<file path="src/rtl/rom_arbiter.sv">
`default_nettype none
// ============================================================================
// Module      : rom_arbiter
// Description : Shares one combinational ROM between an instruction-fetch port
//               (0) and a data/table port (1). Registered address, 2-cycle
//               request-to-ack latency. Define ROM_ARB_RR_EN for round-robin
//               tie-breaking; otherwise port 0 has fixed priority.
// Revision    : 1.0 - initial release
// ============================================================================
module rom_arbiter #(
  parameter int AW = 12,
  parameter int DW = 8
) (
  input  logic          clk,
  input  logic          rst_n,
  input  logic          req0,
  input  logic [AW-1:0] addr0,
  output logic          ack0,
  output logic [DW-1:0] rdata0,
  input  logic          req1,
  input  logic [AW-1:0] addr1,
  output logic          ack1,
  output logic [DW-1:0] rdata1,
  output logic          busy,
  output logic          gnt1,
  output logic [AW-1:0] rom_addr,
  input  logic [DW-1:0] rom_data
);

  localparam logic [1:0] S_IDLE = 2'd0;
  localparam logic [1:0] S_READ = 2'd1;
  localparam logic [1:0] S_ACK  = 2'd2;

  logic [1:0]    state_q,    state_d;
  logic [AW-1:0] rom_addr_q, rom_addr_d;
  logic [DW-1:0] rdata0_q,   rdata0_d;
  logic [DW-1:0] rdata1_q,   rdata1_d;
  logic          ack0_q,     ack0_d;
  logic          ack1_q,     ack1_d;
  logic          busy_q,     busy_d;
  logic          gnt1_q,     gnt1_d;
  logic          win1;
  logic          grant;

  assign grant = (state_q == S_IDLE) && (req0 || req1);

`ifdef ROM_ARB_RR_EN
  // prio1_q high means port 1 wins the next tie
  logic prio1_q, prio1_d;

  assign win1 = req1 && (!req0 || prio1_q);

  always_comb begin
    prio1_d = prio1_q;
    if (grant) prio1_d = !win1;
  end

  always_ff @(posedge clk or negedge rst_n) begin
    if (!rst_n) prio1_q <= 1'b0;
    else        prio1_q <= prio1_d;
  end
`else
  assign win1 = req1 && !req0;
`endif

  always_ff @(posedge clk or negedge rst_n) begin
    if (!rst_n) state_q <= S_IDLE;
    else        state_q <= state_d;
  end

  always_comb begin
    state_d = state_q;
    case (state_q)
      S_IDLE:  if (req0 || req1) state_d = S_READ;
      S_READ:  state_d = S_ACK;
      S_ACK:   state_d = S_IDLE;
      default: state_d = S_IDLE;
    endcase
  end

  always_comb begin
    rom_addr_d = rom_addr_q;
    rdata0_d   = rdata0_q;
    rdata1_d   = rdata1_q;
    gnt1_d     = gnt1_q;
    ack0_d     = 1'b0;
    ack1_d     = 1'b0;
    busy_d     = (state_d != S_IDLE);
    if (grant) begin
      rom_addr_d = win1 ? addr1 : addr0;
      gnt1_d     = win1;
    end
    if (state_q == S_READ) begin
      if (gnt1_q) begin
        rdata1_d = rom_data;
        ack1_d   = 1'b1;
      end else begin
        rdata0_d = rom_data;
        ack0_d   = 1'b1;
      end
    end
  end

  always_ff @(posedge clk or negedge rst_n) begin
    if (!rst_n) begin
      rom_addr_q <= '0;
      rdata0_q   <= '0;
      rdata1_q   <= '0;
      ack0_q     <= 1'b0;
      ack1_q     <= 1'b0;
      busy_q     <= 1'b0;
      gnt1_q     <= 1'b0;
    end else begin
      rom_addr_q <= rom_addr_d;
      rdata0_q   <= rdata0_d;
      rdata1_q   <= rdata1_d;
      ack0_q     <= ack0_d;
      ack1_q     <= ack1_d;
      busy_q     <= busy_d;
      gnt1_q     <= gnt1_d;
    end
  end

  assign rom_addr = rom_addr_q;
  assign rdata0   = rdata0_q;
  assign rdata1   = rdata1_q;
  assign ack0     = ack0_q;
  assign ack1     = ack1_q;
  assign busy     = busy_q;
  assign gnt1     = gnt1_q;

endmodule
`default_nettype wire

</file>
<file path="config.mk">
export PLATFORM = sky130hd
export DESIGN_NAME = rom_arbiter
export DESIGN_NICKNAME = d
export VERILOG_FILES = /design/src/rtl/rom_arbiter.sv
export SDC_FILE = /design/constraint.sdc
export NUM_CORES = 1
export LEC_CHECK = 0
export CORE_MARGIN = 1
export CORE_UTILIZATION = 44
export DETAILED_ROUTE_END_ITERATION = 6
export GPL_ROUTABILITY_DRIVEN = 1
export GPL_TIMING_DRIVEN = 1
export MAX_ROUTING_LAYER = met4
export PLACE_DENSITY = 0.84
export SLEW_MARGIN = 10
export SYNTH_ARGS = -nofsm -noshare
export SYNTH_HDL_FRONTEND = slang
export SYNTH_SLANG_ARGS = --single-unit
export TNS_END_PERCENT = 100
</file>
<file path="constraint.sdc">
create_clock -name clk -period 2.05 [get_ports clk]
set_input_delay 0.5125 -clock clk [delete_from_list [all_inputs] [get_ports clk]]
set_output_delay 0.5125 -clock clk [all_outputs]
set_load 0.005 [all_outputs]
</file>
# Word-level counts from Yosys, hierarchy flattened
# Index checks and enable logic that the tools add are counted.
[totals] output_inout_bits=32 word_cells=25 in_bits=36 regBits=34
[classes] bitwise=1 n_eq_ne=1 n_reduce_logical=8 n_mux=7
[ops] operator="two-way mux 12 bit" n=1
[ops] operator="two-way mux 1 bit" n=4
[ops] operator="one-hot mux 2 bit (2 select lines)" n=1
[ops] operator="AND reduction 2 bit" n=2
[ops] operator="equality test 2 x 1 -> 1 bit (second input constant)" n=1
[ops] operator="logical AND 1 bit" n=2
[ops] operator="zero test 2 bit" n=1
[ops] operator="two-way mux 2 bit" n=1
[ops] operator="nonzero test 2 bit" n=1
[ops] operator="zero test 1 bit" n=1
[ops] operator="logical OR 1 bit" n=1
[ops] operator="inverter 1 bit" n=1

# Longest topological paths before layout
# Gate-level depths: netlist of the first run.
[logic_depth] depth_word=4 ltp_mapped=4 depth_no_buf=3

# Worst setup path after synthesis of the first run
# OpenSTA, ideal clock, no wires.
[synth_path] kind="input to register" startpoint="input req1" endpoint="register rom_addr_q[10], in the netlist rom_addr[10]" setup_slack_ns=0.547 cell_stages=4 arrival_ns=1.378 path_buffers=1 t_required_ns=1.925 cell_sequence="nor2b_4 -> buf_12 -> mux2_4 -> mux2_4"
[synth_via] elab_chain_len=2 elab_cells_between_ends=4 cone_classes="mux: 1; reduce/logical: 3"
[synth_lines] element="start, declared" line="20" source="input logic req1,"
[synth_lines] element="logical AND 1 bit or logical OR 1 bit (tied branches)" line="63, 45"
[synth_lines] element="two-way mux 12 bit or logical AND 1 bit (tied branches)" line="90, 45"
[synth_lines] element="end signal, assigned" line="114" source="rom_addr_q <= rom_addr_d;"
[synth_lines] element="end, declared" line="35" source="logic [AW-1:0] rom_addr_q, rom_addr_d;"
# Several ways; a longest one is shown, not always the timed one.
# A chain may end at the register's enable or synchronous reset.

# Worst setup path in the final report of the first run
[layout_path] startpoint="register gnt1_q, in the netlist gnt1" endpoint="output gnt1"
[layout_lines] element="start, declared" line="41" source="logic gnt1_q, gnt1_d;"
[layout_lines] element="start signal, assigned" line="120" source="gnt1_q <= gnt1_d;"
[layout_lines] element="end, declared" line="25" source="output logic gnt1,"
# No word-level cell between the ends.

==> summary.txt, run 1 <==
Clock tree
  • Worst-path clk slew: 0.11 ns
  • Hold Buf Count CTS: 0
  • Cell chosen for the clock root: clkbuf_4
  • Clk Latency, worst-skew pair: 0.34 ns
  • Clock tree sinks: 34
  • Post-CTS resize count: 0
  • CTS Buf Count: 5
  • # Post-CTS Setup Buffers: 0
  • CTS tree: yes
  • H-tree Lvls: 2
  • Clock buffer depth: 2

Die
  • Site row count: 20
  • Die Footprint: 0.00365 mm^2
  • Die Y: 60.4 um
  • Effective utilization at floorplan: 47.6%
  • I/O pins: 68
  • Core area: 0.00315 mm^2
  • Die span in x: 60.4 um

Finish
  • Fill cells: 208
  • Post-Layout Cell Count: 208
  • Final nets: 199
  • Antenna cells: 0
  • Share of cells above drive strength 1: 35.4%
  • Area growth from synthesis to layout: 56.8%
  • Final Util: 74.6%

Setup path
  • Reg2Reg Setup Slack: 0.56 ns
  • Worst path slowest cell: clkdlybuf4s50_1
  • Critical path buffer and inverter count: 1
  • Setup crit start: gnt1$_DFFE_PN0P_
  • CP Capture Type: output port
  • Cells on worst reg2reg path: 3
  • CP peak stage delay: 0.54 ns
  • Critical path cell sequence: clkdlybuf4s50_1
  • Worst Path Arrival: 1.33 ns
  • CP required: 1.54 ns
  • Crit Reg-Reg Endpoint: rdata0[4]$_DFFE_PN0P_
  • Kind of critical path: reg2out
  • Critical path depth in cells: 1
  • Critical Path Source Type: flip-flop
  • Crit Path Max Fanout: 4
  • Cell family with most CP delay: buffers and inverters
  • Reg-to-Reg Start: state_q[0]$_DFF_PN0_

Timing
  • Min cycle time layout: 1.84 ns
  • Fin. max-slew vios: 0
  • Final hold slack: 0.518 ns
  • Fmax: 543 MHz
  • RSZ-0062 raised after global routing: false
  • Slew Limit Headroom: 72.0%
  • Final hold vios: 0
  • Setup TNS: 0 ns
  • Worst-Margin Slew: 0.420 ns
  • Final setup vio count: 0
  • Post-route clock period utilization: 89.8%
  • Final clock skew: 0.0126 ns

Routing
  • Via count: 990
  • Number of remaining DRC errors: 0
  • Remaining antenna violation count: 0
  • WL final: 3.04 mm
  • Wire per inst: 14.6 um
  • Vias per cell: 4.76
  • Total iterations of the first detailed-routing run: 3
  • Violation count after the first detailed-route iteration: 16

Power and ir drop
  • Combinational Power Share: 44.4%
  • Switching part of the total power: 25.8%
  • Pwr Density: 1400 mW/mm^2
  • Clock share of power: 18.9%
  • Leakage: 1.02 nW
  • Net switching power: 0.000848 W
  • Tot Pwr: 0.00328 W
  • Flop pwr share: 36.7%
  • Pint: 0.00243 W
  • Peak supply drop: 0.747 mV

Global route
  • GRT overflow: 0
  • Number of global-route vias before repair: 1087
  • Largest net degree at the start of global routing: 35
  • Initial antenna violation count: 0
  • First-pass GRT wire length: 4.89 mm
  • Global Route Usage Sum: 19.5%

Synth
  • EDFF count, synth: 0
  • Sequential area share after synthesis: 56.7%
  • Cells after Synth: 87
  • Most used DFF post-synth: dfrtp_1
  • Synth warn: 0
  • Yosys cell types: 12
  • Cell taking the most area after synthesis: dfrtp_1
  • Count leader, synth: dfrtp_1
  • Syn Area/Cell: 17.2 um^2
  • Post-synth top cells: 34 x dfrtp_1, 22 x mux2_2, 19 x mux2_4
  • Yosys reg bits: 34
  • Synth area leaders: dfrtp_1 57%, mux2_4 19%, mux2_2 17%
  • Post-synth top area share: 56.7%
  • Syn Std Cell Area: 0.00150 mm^2
  • Mapped Nets: 123
  • Ys async rst share: 100%

Worst hold path
  • Hold Startpoint: rdata1[1]$_DFFE_PN0P_
  • Hold WC Path Type: reg2reg
  • Hold path endpoint: rdata1[1]$_DFFE_PN0P_
  • Hold path cells: 1

Outcome
  • Status: finished clean

Place
  • Placed insts: 200
  • IO buf count: 67
  • Post-DP HPWL: 2.29 mm
  • Gpl congestion: 0.733

Run
  • Max cap viols: 0
==> registers in the layout (all words and copies together) (netlist names) <==
register / count
state_q: 2
rom_addr: 12
ack1: 1
rdata0: 8
busy: 1
gnt1: 1
ack0: 1
rdata1: 8
==> routing by layer <==
| layer | GRT usage [%] | part of all wire, % |
|---|---|---|
| met1 | 21.6 | 40 |
| met2 | 32.7 | 51 |
| met3 | 6.40 | 8.0 |
| met4 | 6.98 | 0.89 |
| met5 | - | 0 |
==> kinds of logic after synthesis <==
family	count (synthesis)	share of synthesized area, %
buffers and inverters	4	3.09
DFF	34	56.7
muxes	41	35.5
and+or+nand+nor	8	4.67
==> power by group through the flow <==
| stage | combinational [W] | sequential (W) | clock, W |
|---|---|---|---|
| 2_1_floorplan | 0.000639 | 0.00122 | 0 |
| 3_3_place_gp | 0.00143 | 0.00120 | 0 |
| 3_5_place_dp | 0.00147 | 0.00121 | 0 |
| 4_1_cts | 0.00148 | 0.00121 | 0.000640 |
| 5_1_grt | 0.00157 | 0.00125 | 0.000665 |
| 6_report | 0.00146 | 0.00120 | 0.000621 |
==> placed cells by master, fill, tap and decap left out, drive strengths merged, types with 2 or more instances in the layout <==
master         netlist  layout
clkbuf               0       5
nor3                 2       2
buf                  3       5
mux2                41      41
clkdlybuf4s50        0      67
nor2b                2       2
bufinv               0       2
dfrtp               34      34
nor2                 2       2
==> metrics by stage <==
stage,area [um^2],worst slack [ns]
floorplan,1500,0.547
global placement,2250,0.0556
detailed placement,2250,0.0191
CTS,2350,0.178
global route,2350,0.134
finish,2350,0.209
==> cell type report <==
cell class	instances	area [um^2]	share of cell area (%)
Inverter	1	3.75	0.160
Multi-Input combinational cell	49	603	25.6
Clock inverter	3	68.8	2.93
Clock buffer	5	37.5	1.60
Tap cell	44	55.1	2.34
Sequential cell	34	851	36.2
Timing Repair Buffer	72	733	31.2
==> how the worst max path moves through the flow <==
| stage | end |
|---|---|
| detailed placement | rom_addr[5]$_DFFE_PN0P_ |
| global placement | rom_addr[3]$_DFFE_PN0P_ |
| floorplan | rom_addr[10]$_DFFE_PN0P_ |
| global route | gnt1 |
| finish | gnt1 |
| CTS | gnt1 |
Note: power is estimated with default switching activity, not from simulation.
==> run 2: changes to the inputs <==
PLACE_DENSITY = 0.81   (was 0.84)
==> run 2 against run 1 <==
Largest power group unchanged; utilization down 1.6 points; flip-flop and latch count unchanged; global-route usage up 0.40 points.
==> summary.txt, run 2 (synthesis gave the netlist of run 1 again) <==
Outcome
  • Status: finished clean (unchanged)

Clock tree
  • Hold Buf Count CTS: 0 (unchanged)
  • CTS tree: yes (unchanged)
  • Clock buffer depth: 2 (unchanged)
  • H-tree Lvls: 2 (unchanged)
  • Clk Latency, worst-skew pair: 0.33 ns (was 0.34 ns)
  • Clock tree sinks: 34 (unchanged)
  • # Post-CTS Setup Buffers: 0 (unchanged)
  • Post-CTS resize count: 0 (unchanged)
  • CTS Buf Count: 5 (unchanged)
  • Cell chosen for the clock root: clkbuf_4 (unchanged)
  • Worst-path clk slew: 0.10 ns (was 0.11 ns)

Die
  • Site row count: 20 (unchanged)
  • Die Footprint: 0.00365 mm^2 (unchanged)
  • Core area: 0.00315 mm^2 (unchanged)
  • Effective utilization at floorplan: 47.6% (unchanged)
  • I/O pins: 68 (unchanged)
  • Die Y: 60.4 um (unchanged)
  • Die span in x: 60.4 um (unchanged)

Power and ir drop
  • Net switching power: 0.000825 W (was 0.000848 W)
  • Flop pwr share: 39.6% (was 36.7%)
  • Combinational Power Share: 47.9% (was 44.4%)
  • Clock share of power: 12.5% (was 18.9%)
  • Tot Pwr: 0.00304 W (was 0.00328 W)
  • Switching part of the total power: 27.1% (was 25.8%)
  • Leakage: 0.996 nW (was 1.02 nW)
  • Peak supply drop: 0.526 mV (was 0.747 mV)
  • Pint: 0.00222 W (was 0.00243 W)
  • Pwr Density: 1320 mW/mm^2 (was 1400 mW/mm^2)

Finish
  • Final nets: 198 (was 199)
  • Register area: 851 um^2 (unchanged)
  • Area growth from synthesis to layout: 53.5% (was 56.8%)
  • Multi-input gate area: 603 um^2 (unchanged)
  • Most frequent cells in the layout: 67 x clkdlybuf4s50_1, 34 x dfrtp_1, 22 x mux2_2 (unchanged)
  • Antenna cells: 0 (unchanged)
  • Fill cells: 232 (was 208)
  • Share of cells above drive strength 1: 35.0% (was 35.4%)
  • Most common cell after layout, fill and taps aside: clkdlybuf4s50_1 (unchanged)
  • Largest register FFs: 12 (unchanged)

Timing
  • Final hold vios: 0 (unchanged)
  • Fin. max-slew vios: 0 (unchanged)
  • Final clock skew: 0.00882 ns (was 0.0126 ns)
  • RSZ-0062 raised after global routing: false (unchanged)
  • Slew Limit Headroom: 73.1% (was 72.0%)
  • Fmax: 559 MHz (was 543 MHz)
  • Worst-Margin Slew: 0.404 ns (was 0.420 ns)
  • Final setup vio count: 0 (unchanged)
  • Setup TNS: 0 ns (unchanged)
  • Min cycle time layout: 1.79 ns (was 1.84 ns)
  • Post-route clock period utilization: 87.3% (was 89.8%)

Place
  • IO buf count: 67 (unchanged)
  • Post-DP HPWL: 2.33 mm (was 2.29 mm)
  • Gpl congestion: 0.681 (was 0.733)

Setup path
  • Cell family with most CP delay: buffers and inverters (unchanged)
  • Crit Path Max Fanout: 4 (unchanged)
  • Critical path cell sequence: clkdlybuf4s50_1 (unchanged)
  • Critical path buffer and inverter count: 1 (unchanged)
  • CP Capture Type: output port (unchanged)
  • Critical Path Source Type: flip-flop (unchanged)
  • CP required: 1.54 ns (about the same)
  • Kind of critical path: reg2out (unchanged)
  • CP peak stage delay: 0.54 ns (about the same)
  • Worst path slowest cell: clkdlybuf4s50_1 (unchanged)
  • Worst Path Arrival: 1.28 ns (was 1.33 ns)

Global route
  • Initial antenna violation count: 0 (unchanged)
  • Global Route Usage Sum: 19.9% (was 19.5%)
  • Largest net degree at the start of global routing: 35 (unchanged)
  • First-pass GRT wire length: 4.91 mm (was 4.89 mm)
  • Number of global-route vias before repair: 1078 (was 1087)
  • GRT overflow: 0 (unchanged)

Run
  • Max cap viols: 0 (unchanged)

Routing
  • Vias per cell: 4.82 (was 4.76)
  • WL final: 2.96 mm (was 3.04 mm)
  • Remaining antenna violation count: 0 (unchanged)
  • Total iterations of the first detailed-routing run: 3 (unchanged)
  • Wire per inst: 14.3 um (was 14.6 um)
  • Via count: 998 (was 990)
  • Violation count after the first detailed-route iteration: 8 (was 16)
  • Number of remaining DRC errors: 0 (unchanged)

Worst hold path
  • Hold WC Path Type: reg2reg (unchanged)
run 2: layer usage:
layer	GRT usage (%)	up-vias	wire, um	share of wire (%)
met4	6.98	0	39	1.3
li1	-	455	-	-
met3	7.25	7	226	7.6
met5	-	-	0	0
met2	33.6	52	1550	52
met1	21.4	484	1140	39
run 2: area by class of cell:
type,count,share of cell area [%]
sequential,34,37.0
timing repair buffer,71,31.5
multi-input combinational,49,26.2
tap,44,2.39
clock buffer,6,2.23
clock inverter,2,0.543
inverter,1,0.163
run 2: final timing paths:
kind	end	depth (start not counted)	slack, ns	startpoint
worst max-delay path	gnt1	1	0.26	gnt1$_DFFE_PN0P_
worst min-delay path	rdata1[7]$_DFFE_PN0P_	1	0.51	rdata1[7]$_DFFE_PN0P_
worst max register to register	rdata0[6]$_DFFE_PN0P_	3	0.57	state_q[0]$_DFF_PN0_
worst min register to register	rdata1[7]$_DFFE_PN0P_	1	0.51	rdata1[7]$_DFFE_PN0P_
max in group asynchronous	rom_addr[2]$_DFFE_PN0P_	2	1.18	rst_n
min in group asynchronous	rdata1[5]$_DFFE_PN0P_	2	0.57	rst_n
run 2: worst register-to-register path: stages, from the launching register on:
cell     delay (ns)
dfrtp_1        0.44
nor2b_4        0.19
and2b_1        0.36
mux2_2         0.39
run 2: power by group through the flow:
stage          Combinational (W)  Clock, W  Sequential [W]
6_report                 0.00146  0.000381         0.00120
5_1_grt                  0.00158  0.000422         0.00124
4_1_cts                  0.00148  0.000392         0.00121
3_5_place_dp             0.00148         0         0.00122
3_3_place_gp             0.00144         0         0.00120
2_1_floorplan           0.000639         0         0.00122
run 2: through the flow:
stage / util [%] / area, um^2 / instances / setup WS (ns) / hold slack, ns
after floorplan: - / 1500 / 87 / 0.547 / 0.217
after global placement: 71.0 / 2240 / 199 / 0.0186 / 0.488
after detailed placement: 71.0 / 2240 / 199 / -0.0145 / 0.492
after CTS: 73.0 / 2300 / 207 / 0.242 / 0.516
after global routing: 73.0 / 2300 / 207 / 0.192 / 0.535
final: 73.0 / 2300 / 207 / 0.261 / 0.513
